<file path="src/rtl/vga_vram_arbiter.sv">
// ---------------------------------------------------------------------------
// vga_vram_arbiter
//
// Shares one single-port 32-bit VRAM between the VGA scan-out fetch path and
// the CPU bus. The display wins contention unless the CPU has been pending and
// denied for STARVE_LIMIT cycles. Every access has a fixed one-cycle latency,
// and read data is routed back to whichever requester issued it.
//
// Owner register:
//   state       | meaning
//   ------------+-----------------------------------------------------------
//   OWN_NONE    | no access was issued last cycle; no response this cycle
//   OWN_DISP    | display read issued last cycle; ram_rdata goes to display
//   OWN_CPU_RD  | CPU read issued last cycle; ram_rdata goes to CPU
//   OWN_CPU_WR  | CPU write issued last cycle; CPU gets a zero-data ack
//
// Ports:
//   clk, resetn                      clock, async active-low reset
//   disp_req/addr -> disp_gnt        display request/grant
//   disp_rvalid/rdata                display response (bit 31 = leftmost px)
//   cpu_req/we/wstrb/addr/wdata      CPU request fields, cpu_gnt grant
//   cpu_rvalid/rdata                 CPU response (read data or write ack)
//   ram_en/we/addr/wdata, ram_rdata  VRAM macro port (1-cycle read latency)
// ---------------------------------------------------------------------------
module vga_vram_arbiter #(
    parameter int unsigned ADDR_W       = 14,
    parameter int unsigned STARVE_LIMIT = 8
) (
    input  logic              clk,
    input  logic              resetn,
    input  logic              disp_req,
    input  logic [ADDR_W-1:0] disp_addr,
    output logic              disp_gnt,
    output logic              disp_rvalid,
    output logic [31:0]       disp_rdata,
    input  logic              cpu_req,
    input  logic              cpu_we,
    input  logic [3:0]        cpu_wstrb,
    input  logic [ADDR_W-1:0] cpu_addr,
    input  logic [31:0]       cpu_wdata,
    output logic              cpu_gnt,
    output logic              cpu_rvalid,
    output logic [31:0]       cpu_rdata,
    output logic              ram_en,
    output logic [3:0]        ram_we,
    output logic [ADDR_W-1:0] ram_addr,
    output logic [31:0]       ram_wdata,
    input  logic [31:0]       ram_rdata
);

    typedef enum logic [1:0] {
        OWN_NONE   = 2'd0,
        OWN_DISP   = 2'd1,
        OWN_CPU_RD = 2'd2,
        OWN_CPU_WR = 2'd3
    } owner_t;

    localparam logic [7:0] LIMIT = 8'(STARVE_LIMIT);

    owner_t      owner_q, owner_d;
    logic [7:0]  starve_cnt_q, starve_cnt_d;
    logic [31:0] disp_rdata_q, disp_rdata_d;
    logic [31:0] cpu_rdata_q, cpu_rdata_d;
    logic        cpu_win;
    logic        disp_win;

    always_ff @(posedge clk or negedge resetn) begin
        if (!resetn) begin
            owner_q      <= OWN_NONE;
            starve_cnt_q <= 8'd0;
            disp_rdata_q <= 32'd0;
            cpu_rdata_q  <= 32'd0;
        end else begin
            owner_q      <= owner_d;
            starve_cnt_q <= starve_cnt_d;
            disp_rdata_q <= disp_rdata_d;
            cpu_rdata_q  <= cpu_rdata_d;
        end
    end

    always_comb begin
        cpu_win      = 1'b0;
        disp_win     = 1'b0;
        owner_d      = OWN_NONE;
        starve_cnt_d = starve_cnt_q;

        // Grants are gated while reset is held so that an access granted just
        // before reset asserts is never issued to the RAM or answered later.
        if (resetn) begin
            // Registered count: the CPU wins on the cycle the limit is reached.
            if (cpu_req && (!disp_req || (starve_cnt_q >= LIMIT))) begin
                cpu_win = 1'b1;
            end else if (disp_req) begin
                disp_win = 1'b1;
            end
        end

        if (cpu_win) begin
            owner_d      = cpu_we ? OWN_CPU_WR : OWN_CPU_RD;
            starve_cnt_d = 8'd0;
        end else begin
            if (disp_win) begin
                owner_d = OWN_DISP;
            end
            if (cpu_req && resetn && (starve_cnt_q != 8'hFF)) begin
                starve_cnt_d = starve_cnt_q + 8'd1;
            end
        end
    end

    assign disp_gnt  = disp_win;
    assign cpu_gnt   = cpu_win;
    assign ram_en    = disp_win | cpu_win;
    assign ram_addr  = cpu_win ? cpu_addr : disp_addr;
    assign ram_we    = (cpu_win && cpu_we) ? cpu_wstrb : 4'b0000;
    assign ram_wdata = cpu_wdata;

    // Response side: data is passed straight through from the RAM in the
    // response cycle and captured so it holds while rvalid is low.
    always_comb begin
        disp_rvalid  = 1'b0;
        cpu_rvalid   = 1'b0;
        disp_rdata_d = disp_rdata_q;
        cpu_rdata_d  = cpu_rdata_q;
        unique case (owner_q)
            OWN_DISP: begin
                disp_rvalid  = 1'b1;
                disp_rdata_d = ram_rdata;
            end
            OWN_CPU_RD: begin
                cpu_rvalid  = 1'b1;
                cpu_rdata_d = ram_rdata;
            end
            OWN_CPU_WR: begin
                cpu_rvalid  = 1'b1;
                cpu_rdata_d = 32'd0;
            end
            default: ;
        endcase
    end

    assign disp_rdata = disp_rdata_d;
    assign cpu_rdata  = cpu_rdata_d;

endmodule

</file>
<file path="config.mk">
export PLATFORM = sky130hd
export DESIGN_NAME = vga_vram_arbiter
export DESIGN_NICKNAME = d
export VERILOG_FILES = /design/src/rtl/vga_vram_arbiter.sv
export SDC_FILE = /design/constraint.sdc
export NUM_CORES = 1
export LEC_CHECK = 0
export CAP_MARGIN = 30
export CORE_ASPECT_RATIO = 0.6
export CORE_UTILIZATION = 36
export CTS_CLUSTER_DIAMETER = 80
export CTS_CLUSTER_SIZE = 20
export DETAILED_ROUTE_END_ITERATION = 6
export PLACE_DENSITY = 0.9
export SETUP_SLACK_MARGIN = 0.2
export SYNTH_ARGS = -nofsm -noshare
export SYNTH_HDL_FRONTEND = slang
export SYNTH_SLANG_ARGS = --single-unit
</file>
<file path="constraint.sdc">
create_clock -name clk -period 2.07 [get_ports clk]
set_clock_uncertainty 0.05 [all_clocks]
set_input_delay 0.414 -clock clk [delete_from_list [all_inputs] [get_ports clk]]
set_output_delay 0.414 -clock clk [all_outputs]
set_load 0.02 [all_outputs]
</file>
# After elaboration in Yosys (flattened, before gate mapping)
# Cells that the tools add are included.
# op_classes
n_addsub,1
multipliers,0
n_div,0
n_lt_le_gt_ge,1
eq_ne,4
n_shift,0
n_mux,16
bitwise,1
n_reduce_logical,8
# ops
cell,n
one-hot mux 32 bit (2 select lines),1
two-way mux 32 bit,1
two-way mux 8 bit,2
two-way mux 14 bit,1
two-way mux 1 bit,9
adder 8 x 1 -> 8 bit (second input constant),1
greater-or-equal comparator 8 x 4 -> 1 bit (second input constant),1
inequality test 8 bit (second input constant),1
equality test 2 bit (second input constant),2
logical AND 1 bit,4
two-way mux 4 bit,1
equality test 2 x 1 -> 1 bit (second input constant),1
two-way mux 2 bit,1
nonzero test 2 bit,1
OR reduction 2 bit,1
logical NOT 1 bit,1
logical OR 1 bit,1
bitwise OR 1 bit,1
# word_totals
reg_bits,74
latchBits,0
mem_bits_rw,0
mem_bits_ro,0
inputBits,101
output_inout_bits,119
wordCells,35
n_memories,0

# Longest topological paths before layout
# Gate-level depths: netlist of the first run.
# logic_depth
depth_word,7
mapped_depth,5

# Worst setup path before layout of the first run
# Ideal clock, no wire load.
# synth_path
path_type,register to output
startpoint,reg owner_q[1]
endpoint,out disp_rdata[22]
t_arrival_ps,1429
setup_slack_ps,177
stages_incl_launch_ff,5
path_buffers,2
path_cell_list,dfrtp_1 > nor2b_1 > clkbuf_1 > buf_2 > mux2_2
# synth_between
elab_chain_len,2
# synth_lines
item,line_no,source
start: declaration,60,"owner_t owner_q, owner_d;"
start signal: assignment,74,owner_q <= owner_d;
equality test 2 x 1 -> 1 bit,125,unique case (owner_q)
two-way mux 32 bit,125,
end: declaration,35,"output logic [31:0] disp_rdata,"
# No other way between the ends.

# Worst setup path after layout of the first run
# layout_path
startpoint,reg starve_cnt_q[6]
endpoint,out ram_addr[7]
# layout_between
elab_chain_len,6
# layout_lines
item,line_no,source
start: declaration,61,"logic [7:0] starve_cnt_q, starve_cnt_d;"
start signal: assignment,75,starve_cnt_q <= starve_cnt_d;
greater-or-equal comparator 8 x 4 -> 1 bit,91,if (cpu_req && (!disp_req || (starve_cnt_q >= LIMIT))) begin
logical OR 1 bit,91,
logical AND 1 bit,91,
two-way mux 1 bit,91,
two-way mux 1 bit,89,if (resetn) begin
two-way mux 14 bit,114,assign ram_addr = cpu_win ? cpu_addr : disp_addr;
end: declaration,46,"output logic [ADDR_W-1:0] ram_addr,"
# No other way between the ends.

==> flow_summary_export.csv, run 1 <==
group,metric,value,unit
synth,synth_largest_type_area_fraction,54.6,%
status,outcome,"finished, violations left",
floorplan,design.die.area,9820,sq um
timing,setup_viol,85,
worst_setup_path,timing.critical_path.from_type,"flip-flop",
worst_setup_path,slowest_delay,430,ps
routing,aggregate_routed_wire_length,13800,um
clocking,cts_tree,"done",
synth,synth_top_flop_cell,"dfrtp_1",
synth,yosys-top-cells-count,"dfrtp_1, nand2_1, inv_1, mux2_2, o21ai_0",
global_routing,first_global_vias,3427,
synth,number_of_flops_mapped_to_enable_cells_by_yosys,0,
timing,post-route-worst-setup-slack,-410,ps
finish,multi_input_comb_area,1810,sq um
worst_setup_path,cp_cell_sequence,"nor4_4 -> a21oi_4 -> buf_6 -> clkbuf_16 -> mux2_4 -> buf_6",
worst_setup_path,worst-path-max-fanout,5,
synth,post_synth_instance_area,3390,sq um
global_routing,grt_first_pass_wirelength,18200,um
worst_setup_path,crit_path_top_delay_cell,"dfrtp_1",
placement,gpl.final_weighted_congestion,0.770,
clocking,cts-buffers-inserted,9,
timing,fmax,403,MHz
placement,port_buffers,155,
pwr,powerDensity,835,nW/um^2
routing,detailedRoute.firstPassIterationCount,4,
worst_setup_path,critPathMostFrequentCell,"buf_6",
synth,synth.area.top_cells,"dfrtp_1, mux2_2, buf_4",
timing,timing_hold_violations_final,0,
worst_setup_path,critical_path_class,"flip-flop to output port",
global_routing,grt_util_all_layers,24.6,%
worst_setup_path,timing.critical_path.to_type,"output port",
worst_setup_path,worst-endpoint-required,1610,ps
synth,synth.ff_latch_count,74,
floorplan,dieHeight,77.2,um
floorplan,ioPinCount,220,
synth,yosysSeqAreaShare,54.6,%
floorplan,die_x,127,um
timing,minimum_clock_period,2480,ps
routing,drc,0,
status,failed_checks,"negative setup slack",
clocking,worst_skew_pair.late_latency,330,ps
routing,num_vias,3312,
synth,netlist_instances,301,
pwr,vdd_drop_max,0.000737,V
finish,antenna-diode-count,0,
global_routing,pin_count_of_the_biggest_net_entering_global_routing,44,
synth,synth_async_sr_flop_share,100,%
routing,drt-vias-per-instance,4.79,
finish,layout-area-overhead-vs-synth,118,%
timing,period_share,120,%
clocking,htreeDepth,3,
global_routing,overflow,0,
clocking,ctsRootBufferMaster,"clkbuf_16",
routing,drt-initial-drc-count,156,
synth,syn-mean-instance-area,11.3,sq um
finish,layout.area.seq,1850,sq um
routing,route.detailed.wl_per_inst,19.9,um
timing,grt_setup_unrepaired,"true",
timing,final_max_slew_viol_count,0,
routing,detail-route-antenna-nets,0,
finish,layout.filler_cells,481,
synth,synth_top_cell_by_area,"dfrtp_1",
finish,final_layout_size_suffix_gt1_share,63.7,%
timing,max_slew_margin,61.7,%
worst_setup_path,critPathArrivalTime,2020,ps
timing,worst_slew_pin_tran,574,ps
floorplan,floorplan.initialDensity,37.0,%
synth,synthMostInstantiatedCell,"dfrtp_1",
finish,nNetsFinal,660,
run,drv.max_cap_violation_count,0,
finish,fin_util,80.7,%
min_path,hold_path_class,"input port to asynchronous set/reset pin",
pwr,leakagePower,3.67,nW
synth,yosys_warnings,0,
global_routing,antenna_found_initial,0,
placement,dp_hpwl,6720,um
timing,worst_hold_slack,195,ps
synth,post_synth_num_cell_types,28,
clocking,cts_sinks,74,
clocking,worst_setup_hold_path_clk_slew,50,ps
clocking,cts-root-to-sink-buffers,2,
floorplan,core,9160,sq um
floorplan,fp-row-count,27,
synth,postSynthNetCount,404,
power by group:
part	switching [mW]	internal (mW)	total [mW]
Clock	0.586	1.18	1.76
Sequential	0.113	1.70	1.81
Combinational	1.16	1.44	2.60
Total	1.86	4.32	6.17
cells in the final DEF (no fill, tap or decap), drive strengths merged, types with 2 or more instances in the layout:
cell type and instances:
a41oi 2, clkdlybuf4s50 67, nor2b 3, nand2 38, and2 3, o21ai 33, inv 34, mux2 46
nor2 3, ha 2, clkbuf 14, a21oi 2, and3 4, dfrtp 74, buf 222, bufinv 3
cells by family (layout without fill, tap and decap cells):
family	count (synthesis)	after routing	synth area share (%)
AND/OR/NAND/NOR	55	55	7.71
buffers and inverters	81	342	13.2
adder cells (fa/ha/maj)	2	2	0.738
AO/OA/AOI/OAI	42	42	6.86
multiplexers	47	47	16.9
flip-flops	74	74	54.6
what timing repair did:
item                       in CTS  in global routing
setup buffers                  58                 33
hold buffers                    0                  0
setup endpoints to repair      87                 88
pin swaps                      16                 11
gates cloned                    7                  2
resized for setup             672                112
worst paths after layout:
check                            startpoint          endpoint  slack [ps]  cells past startpoint
min                                  resetn  disp_rdata_q[31]         200                      3
max                         starve_cnt_q[6]       ram_addr[7]        -410                      6
min in group clk           disp_rdata_q[10]  disp_rdata_q[10]         450                      1
min reg2reg                disp_rdata_q[10]  disp_rdata_q[10]         450                      1
max reg2reg                      owner_q[1]   cpu_rdata_q[11]        -110                     15
max in group asynchronous            resetn   cpu_rdata_q[13]        1320                      3
routing by layer:
metal | global-route usage, % | share of wire [%]
met1 | 29.6 | 39
met2 | 42.3 | 52
met3 | 7.33 | 5.7
met4 | 7.98 | 2.5
met5 | 0 | 0
final cells by class:
cell class,count,share of cell area [%]
timing repair buffer,292,42.0
sequential,74,25.1
multi-input combinational,146,24.5
tap,130,2.20
clock buffer,11,3.15
inverter,34,1.73
clock inverter,5,1.39
stage by stage:
step	setup slack, ps	power (mW)	setup TNS [ps]	cell area, sq um	instances
floorplan	237	2.61	0	3390	301
CTS	-338	5.75	-12900	6570	657
global placement	-612	3.37	-17400	5120	576
finish	-410	6.17	-13770	7390	692
detailed placement	-639	3.43	-18210	5120	576
global route	-429	6.40	-18120	7390	692
critical path, delay by kind of cell, from the launching register on:
family                 cells  cell delay, ps
AO/OA/AOI/OAI              1             120
buffers and inverters      3             430
flip-flops                 1             430
AND/OR/NAND/NOR            1             400
multiplexers               1             300
registers in the layout, indices dropped and copies added, names as in the netlist:
| signal | cells |
|---|---|
| disp_rdata_q | 32 |
| owner_q | 2 |
| cpu_rdata_q | 32 |
| starve_cnt_q | 8 |
Note: power is estimated with default switching activity, not from simulation.
==> run 2: changes to the inputs <==
clock period = 2.5 ns   (was 2.07 ns; I/O delays follow)
==> flow_summary_export.csv, run 2 (synthesis gave the netlist of run 1 again) <==
group,metric,value,unit
finish,mostFrequentLayoutCells,"dfrtp_1, clkdlybuf4s50_1, buf_6, nand2_1, inv_1",
floorplan,dieHeight,77.2,um
placement,placed_cell_area,4950,sq um
status,failed_checks,"negative setup slack",
timing,post-route-worst-setup-slack,-67.0,ps
worst_setup_path,timing.critical_path.to_type,"output port",
placement,dp_hpwl,6780,um
pwr,vdd_drop_max,0.000465,V
worst_setup_path,cp_top_family,"buffers and inverters",
finish,nNetsFinal,567,
min_path,hold_path_class,"input port to asynchronous set/reset pin",
clocking,cts_sinks,74,
finish,mostFrequentLayoutCell,"dfrtp_1",
clocking,htreeDepth,3,
worst_setup_path,critPathArrivalTime,2020,ps
finish,final_cells,599,
clocking,ctsRootBufferMaster,"clkbuf_16",
timing,worst_hold_slack,275,ps
placement,dpl.cell_count,557,
worst_setup_path,worst-endpoint-required,1950,ps
clocking,cts-buffers-inserted,9,
worst_setup_path,slowest_delay,410,ps
routing,detailedRoute.firstPassIterationCount,4,
timing,fmax,390,MHz
status,outcome,"finished, violations left",
worst_setup_path,cp_cell_sequence,"nor4_4 -> a21oi_2 -> buf_6 -> buf_12 -> buf_12 -> mux2_4 -> buf_6",
global_routing,pin_count_of_the_biggest_net_entering_global_routing,53,
clocking,cts-root-to-sink-buffers,2,
worst_setup_path,worst-path-max-fanout,5,
global_routing,antenna_found_initial,0,
placement,port_buffers,155,
floorplan,ioPinCount,220,
finish,layout-area-overhead-vs-synth,63.8,%
floorplan,fp-row-count,27,
finish,fin_util,60.7,%
timing,grt_setup_unrepaired,"true",
clocking,worst_skew_pair.late_latency,330,ps
routing,aggregate_routed_wire_length,10200,um
routing,route.detailed.wl_per_inst,17.1,um
timing,setup_viol,5,
worst_setup_path,cp.buffers_inverters,4,
global_routing,grt_util_all_layers,20.9,%
pwr,total_power,3.99,mW
floorplan,floorplan.initialDensity,37.0,%
routing,drt-vias-per-instance,4.63,
placement,gpl.final_weighted_congestion,0.814,
finish,antenna-diode-count,0,
timing,period_share,103,%
routing,detail-route-antenna-nets,0,
clocking,worst_setup_hold_path_clk_slew,60,ps
global_routing,first_global_vias,2875,
floorplan,core,9160,sq um
floorplan,die_x,127,um
global_routing,grt_first_pass_wirelength,15600,um
timing,timing_hold_violations_final,0,
floorplan,design.die.area,9820,sq um
global_routing,overflow,0,
clocking,cts_tree,"done",
pwr,powerDensity,718,nW/um^2
finish,fin_area,5550,sq um
worst_setup_path,critical_path_class,"flip-flop to output port",
finish,registers_with_the_most_flip_flops,"cpu_rdata_q x32, disp_rdata_q x32, starve_cnt_q x8",
timing,minimum_clock_period,2570,ps
routing,drc,0,
timing,final_max_slew_viol_count,0,
routing,drt-initial-drc-count,113,
routing,num_vias,2773,
timing,max_slew_margin,56.1,%
pwr,leakagePower,2.60,nW
run,drv.max_cap_violation_count,0,
worst_setup_path,timing.critical_path.from_type,"flip-flop",
timing,worst_slew_pin_tran,658,ps
worst_setup_path,crit_path_top_delay_cell,"dfrtp_1",
finish,final_layout_size_suffix_gt1_share,42.4,%
[run 2: cell types whose count changed in the layout (fill, tap and decap cells not counted), sizes merged]
| cell | before | now |
|---|---|---|
| dlygate4sd2 | 0 | 3 |
| clkinv | 1 | 2 |
| clkinvlp | 1 | 4 |
| bufinv | 3 | 0 |
| clkbuf | 14 | 33 |
| buf | 222 | 97 |
| clkdlybuf4s15 | 0 | 9 |
[run 2: area by class of cell]
class,count,area (sq um)
Clock inverter,6,43.8
Sequential cell,74,1850
Inverter,34,128
Clock buffer,10,229
Multi-Input combinational cell,146,1200
Timing Repair Buffer,199,1940
Fill cell,711,3600
Tap cell,130,163
[run 2: routing by layer]
layer	GRT usage [%]	routed length, um
met4	5.48	64
met2	33.6	4830
met1	27.3	4560
met5	0	0
met3	6.56	772
[run 2: where the power goes]
group / total, mW / internal, mW / switching, mW
clock network: 1.17 / 0.671 / 0.495
registers: 1.48 / 1.41 / 0.0784
logic: 1.34 / 0.652 / 0.687
[run 2: path summary, 6_finish.rpt]
kind	start	to	slack [ps]	depth (start not counted)
min in group clk	disp_rdata_q[28]	disp_rdata_q[28]	450	1
min reg2reg	disp_rdata_q[28]	disp_rdata_q[28]	450	1
max	starve_cnt_q[6]	ram_addr[12]	-70	7
max reg2reg	owner_q[1]	disp_rdata_q[13]	780	7
max in group asynchronous	resetn	cpu_rdata_q[4]	1160	4
min	resetn	disp_rdata_q[31]	270	3
[run 2: worst register-to-register path, delay by kind of cell, from the launching register on]
| kind | cells | cell delay, ps |
|---|---|---|
| DFF | 1 | 430 |
| muxes | 1 | 300 |
| and+or+nand+nor | 1 | 200 |
| buffers and inverters | 5 | 630 |
[run 2: what timing repair did]
item,4_1_cts,5_1_grt
resized for setup,376,81
pin swaps,3,2
buffers inserted,10,11
hold buffers,0,0
setup endpoints to repair,86,81
cloned,4,1
[run 2: through the flow]
step	setup TNS, ps	worst slack (ps)
final	-271	-67.0
after global routing	-661	-133
after CTS	-244	-63.5
after detailed placement	-6890	-405
after global placement	-5980	-369
after floorplan	0	521
==> run 3: changes to the inputs <==
CORE_UTILIZATION = 39   (was 36)
PLACE_DENSITY = 0.95   (was 0.9)
clock period = 3.1 ns   (was 2.5 ns; I/O delays follow)
==> flow_summary_export.csv, run 3 (synthesis gave the netlist of run 1 again) <==
group,metric,value,unit
timing,timing_hold_violations_final,0,
global_routing,first_global_vias,2608,
floorplan,ioPinCount,220,
pwr,vdd_drop_max,0.000475,V
placement,dpl.cell_count,531,
placement,dp_hpwl,6740,um
clocking,htreeDepth,3,
pwr,power_switching_share,28.4,%
routing,num_vias,2586,
timing,fmax,336,MHz
run,drv.max_cap_violation_count,0,
global_routing,grt_first_pass_wirelength,13500,um
clocking,worst_skew_pair.late_latency,320,ps
clocking,cts_sinks,74,
floorplan,floorplan.initialDensity,41.7,%
worst_setup_path,critPathArrivalTime,2310,ps
clocking,cts-buffers-inserted,9,
global_routing,global_route.usage.met2,32.6,%
global_routing,grt_util_all_layers,20.0,%
worst_setup_path,worst-endpoint-required,2430,ps
pwr,internal_power,2.35,mW
status,outcome,"finished, final reports clean",
finish,mostFrequentLayoutCells,"clkdlybuf4s50_1, dfrtp_1, nand2_1, inv_1, mux2_2",
pwr,leakagePower,2.31,nW
pwr,reported_net_switching_power,0.934,mW
floorplan,design.die.area,9080,sq um
timing,final_max_slew_viol_count,0,
clocking,worst_setup_hold_path_clk_slew,60,ps
finish,final_layout_size_suffix_gt1_share,21.1,%
finish,layout.area.seq,1850,sq um
pwr,clock_power_share,33.1,%
worst_setup_path,timing.critical_path.from_type,"input port",
routing,detail-route-antenna-nets,0,
finish,multi_input_comb_area,1110,sq um
timing,worst_hold_slack,282,ps
routing,drc,0,
finish,nNetsFinal,539,
worst_setup_path,timing.critical_path.to_type,"output port",
timing,max_slew_margin,54.8,%
clocking,cts_tree,"done",
placement,port_buffers,155,
finish,mostFrequentLayoutCell,"clkdlybuf4s50_1",
finish,registers_with_the_most_flip_flops,"cpu_rdata_q x32, disp_rdata_q x32, starve_cnt_q x8",
pwr,powerDensity,634,nW/um^2
global_routing,grtUsageMet1,26.0,%
global_routing,pin_count_of_the_biggest_net_entering_global_routing,55,
finish,layout.filler_cells,615,
global_routing,overflow,0,
timing,period_share,96.0,%
clocking,ctsRootBufferMaster,"clkbuf_16",
worst_setup_path,r2r_cells,6,
floorplan,fp-row-count,25,
global_routing,groute.layer.met3.usage,6.60,%
clocking,cts-root-to-sink-buffers,2,
worst_setup_path,critical_path_class,"input port to output port",
floorplan,dieHeight,74.2,um
min_path,hold_path_class,"input port to asynchronous set/reset pin",
worst_setup_path,worst-path-max-fanout,10,
routing,drt-vias-per-instance,4.72,
pwr,power_frac_comb,30.6,%
global_routing,antenna_found_initial,0,
floorplan,core,8130,sq um
finish,antenna-diode-count,0,
routing,detailedRoute.firstPassIterationCount,4,
pwr,share_seq_of_total_power,36.3,%
clocking,hold_buffers,0,
floorplan,die_x,122,um
placement,gpl.final_weighted_congestion,0.754,
finish,final_cells,548,
routing,drt-initial-drc-count,108,
timing,minimum_clock_period,2980,ps
routing,aggregate_routed_wire_length,9040,um
finish,layout-area-overhead-vs-synth,52.8,%
global_routing,grt-busiest-layer,"met2",
routing,route.detailed.wl_per_inst,16.5,um
timing,grt_setup_unrepaired,"true",
timing,setup_viol,0,
timing,worst_slew_pin_tran,678,ps
-- run 3: cell types whose count changed in the layout (fill, tap and decap cells not counted), sizes merged --
cell           previous run  this run
buf                      97        16
bufinv                    0         2
clkbuf                   33        21
clkdlybuf4s15             9         0
clkdlybuf4s50            67       134
clkinv                    2         3
clkinvlp                  4         0
dlygate4sd2               3        10
-- run 3: metal layers --
layer	wire [um]	share of wire (%)
met1	4120	46
met2	4360	48
met3	497	5.5
met4	63	0.70
met5	0	0
-- run 3: repair_timing --
item,4_1_cts,5_1_grt
resized for setup,20,23
setup endpoints to repair,20,37
buffers inserted,0,1
gates cloned,0,1
endpoints found under the hold margin,0,0
pin swaps,0,0
-- run 3: cell type report --
cell class	instances	area share (%)
Clock buffer	10	4.61
Clock inverter	5	1.52
Sequential cell	74	35.7
Inverter	34	2.46
Timing Repair Buffer	171	31.7
Multi-Input combinational cell	146	21.4
Tap cell	108	2.61
-- run 3: critical path, stage by stage --
cell,delay (ps)
clkdlybuf4s50_1,440
nor2b_4,150
a21oi_2,110
buf_4,160
buf_12,150
mux2_2,340
dlygate4sd2_1,330
-- run 3: worst paths after layout --
| kind | from | to | slack, ps |
|---|---|---|---|
| max | disp_req | ram_addr[13] | 120 |
| min | resetn | disp_rdata_q[11] | 280 |
| max reg2reg | starve_cnt_q[6] | starve_cnt_q[3] | 1500 |
| min reg2reg | disp_rdata_q[12] | disp_rdata_q[12] | 440 |
| max in group asynchronous | resetn | cpu_rdata_q[17] | 1730 |
| min in group clk | disp_rdata_q[12] | disp_rdata_q[12] | 440 |
-- run 3: power groups by stage --
stage	clock network (mW)	logic [mW]	registers (mW)
6_report	1.09	1.01	1.19
5_1_grt	1.16	1.07	1.21
4_1_cts	1.11	1.01	1.19
3_5_place_dp	0	1.01	1.21
3_3_place_gp	0	0.989	1.20
2_1_floorplan	0	0.552	1.19
-- run 3: through the flow --
stage / area, sq um / power (mW) / TNS (ps) / utilization, % / setup slack, ps
after floorplan: 3390 / 1.74 / 0 / - / 892
after global placement: 4880 / 2.19 / 0 / 60.0 / 2.07
after detailed placement: 4880 / 2.22 / -126 / 60.0 / -69.2
after CTS: 5180 / 3.32 / 0 / 63.6 / 161
after global routing: 5180 / 3.44 / 0 / 63.7 / 93.3
final: 5180 / 3.29 / 0 / 63.7 / 123
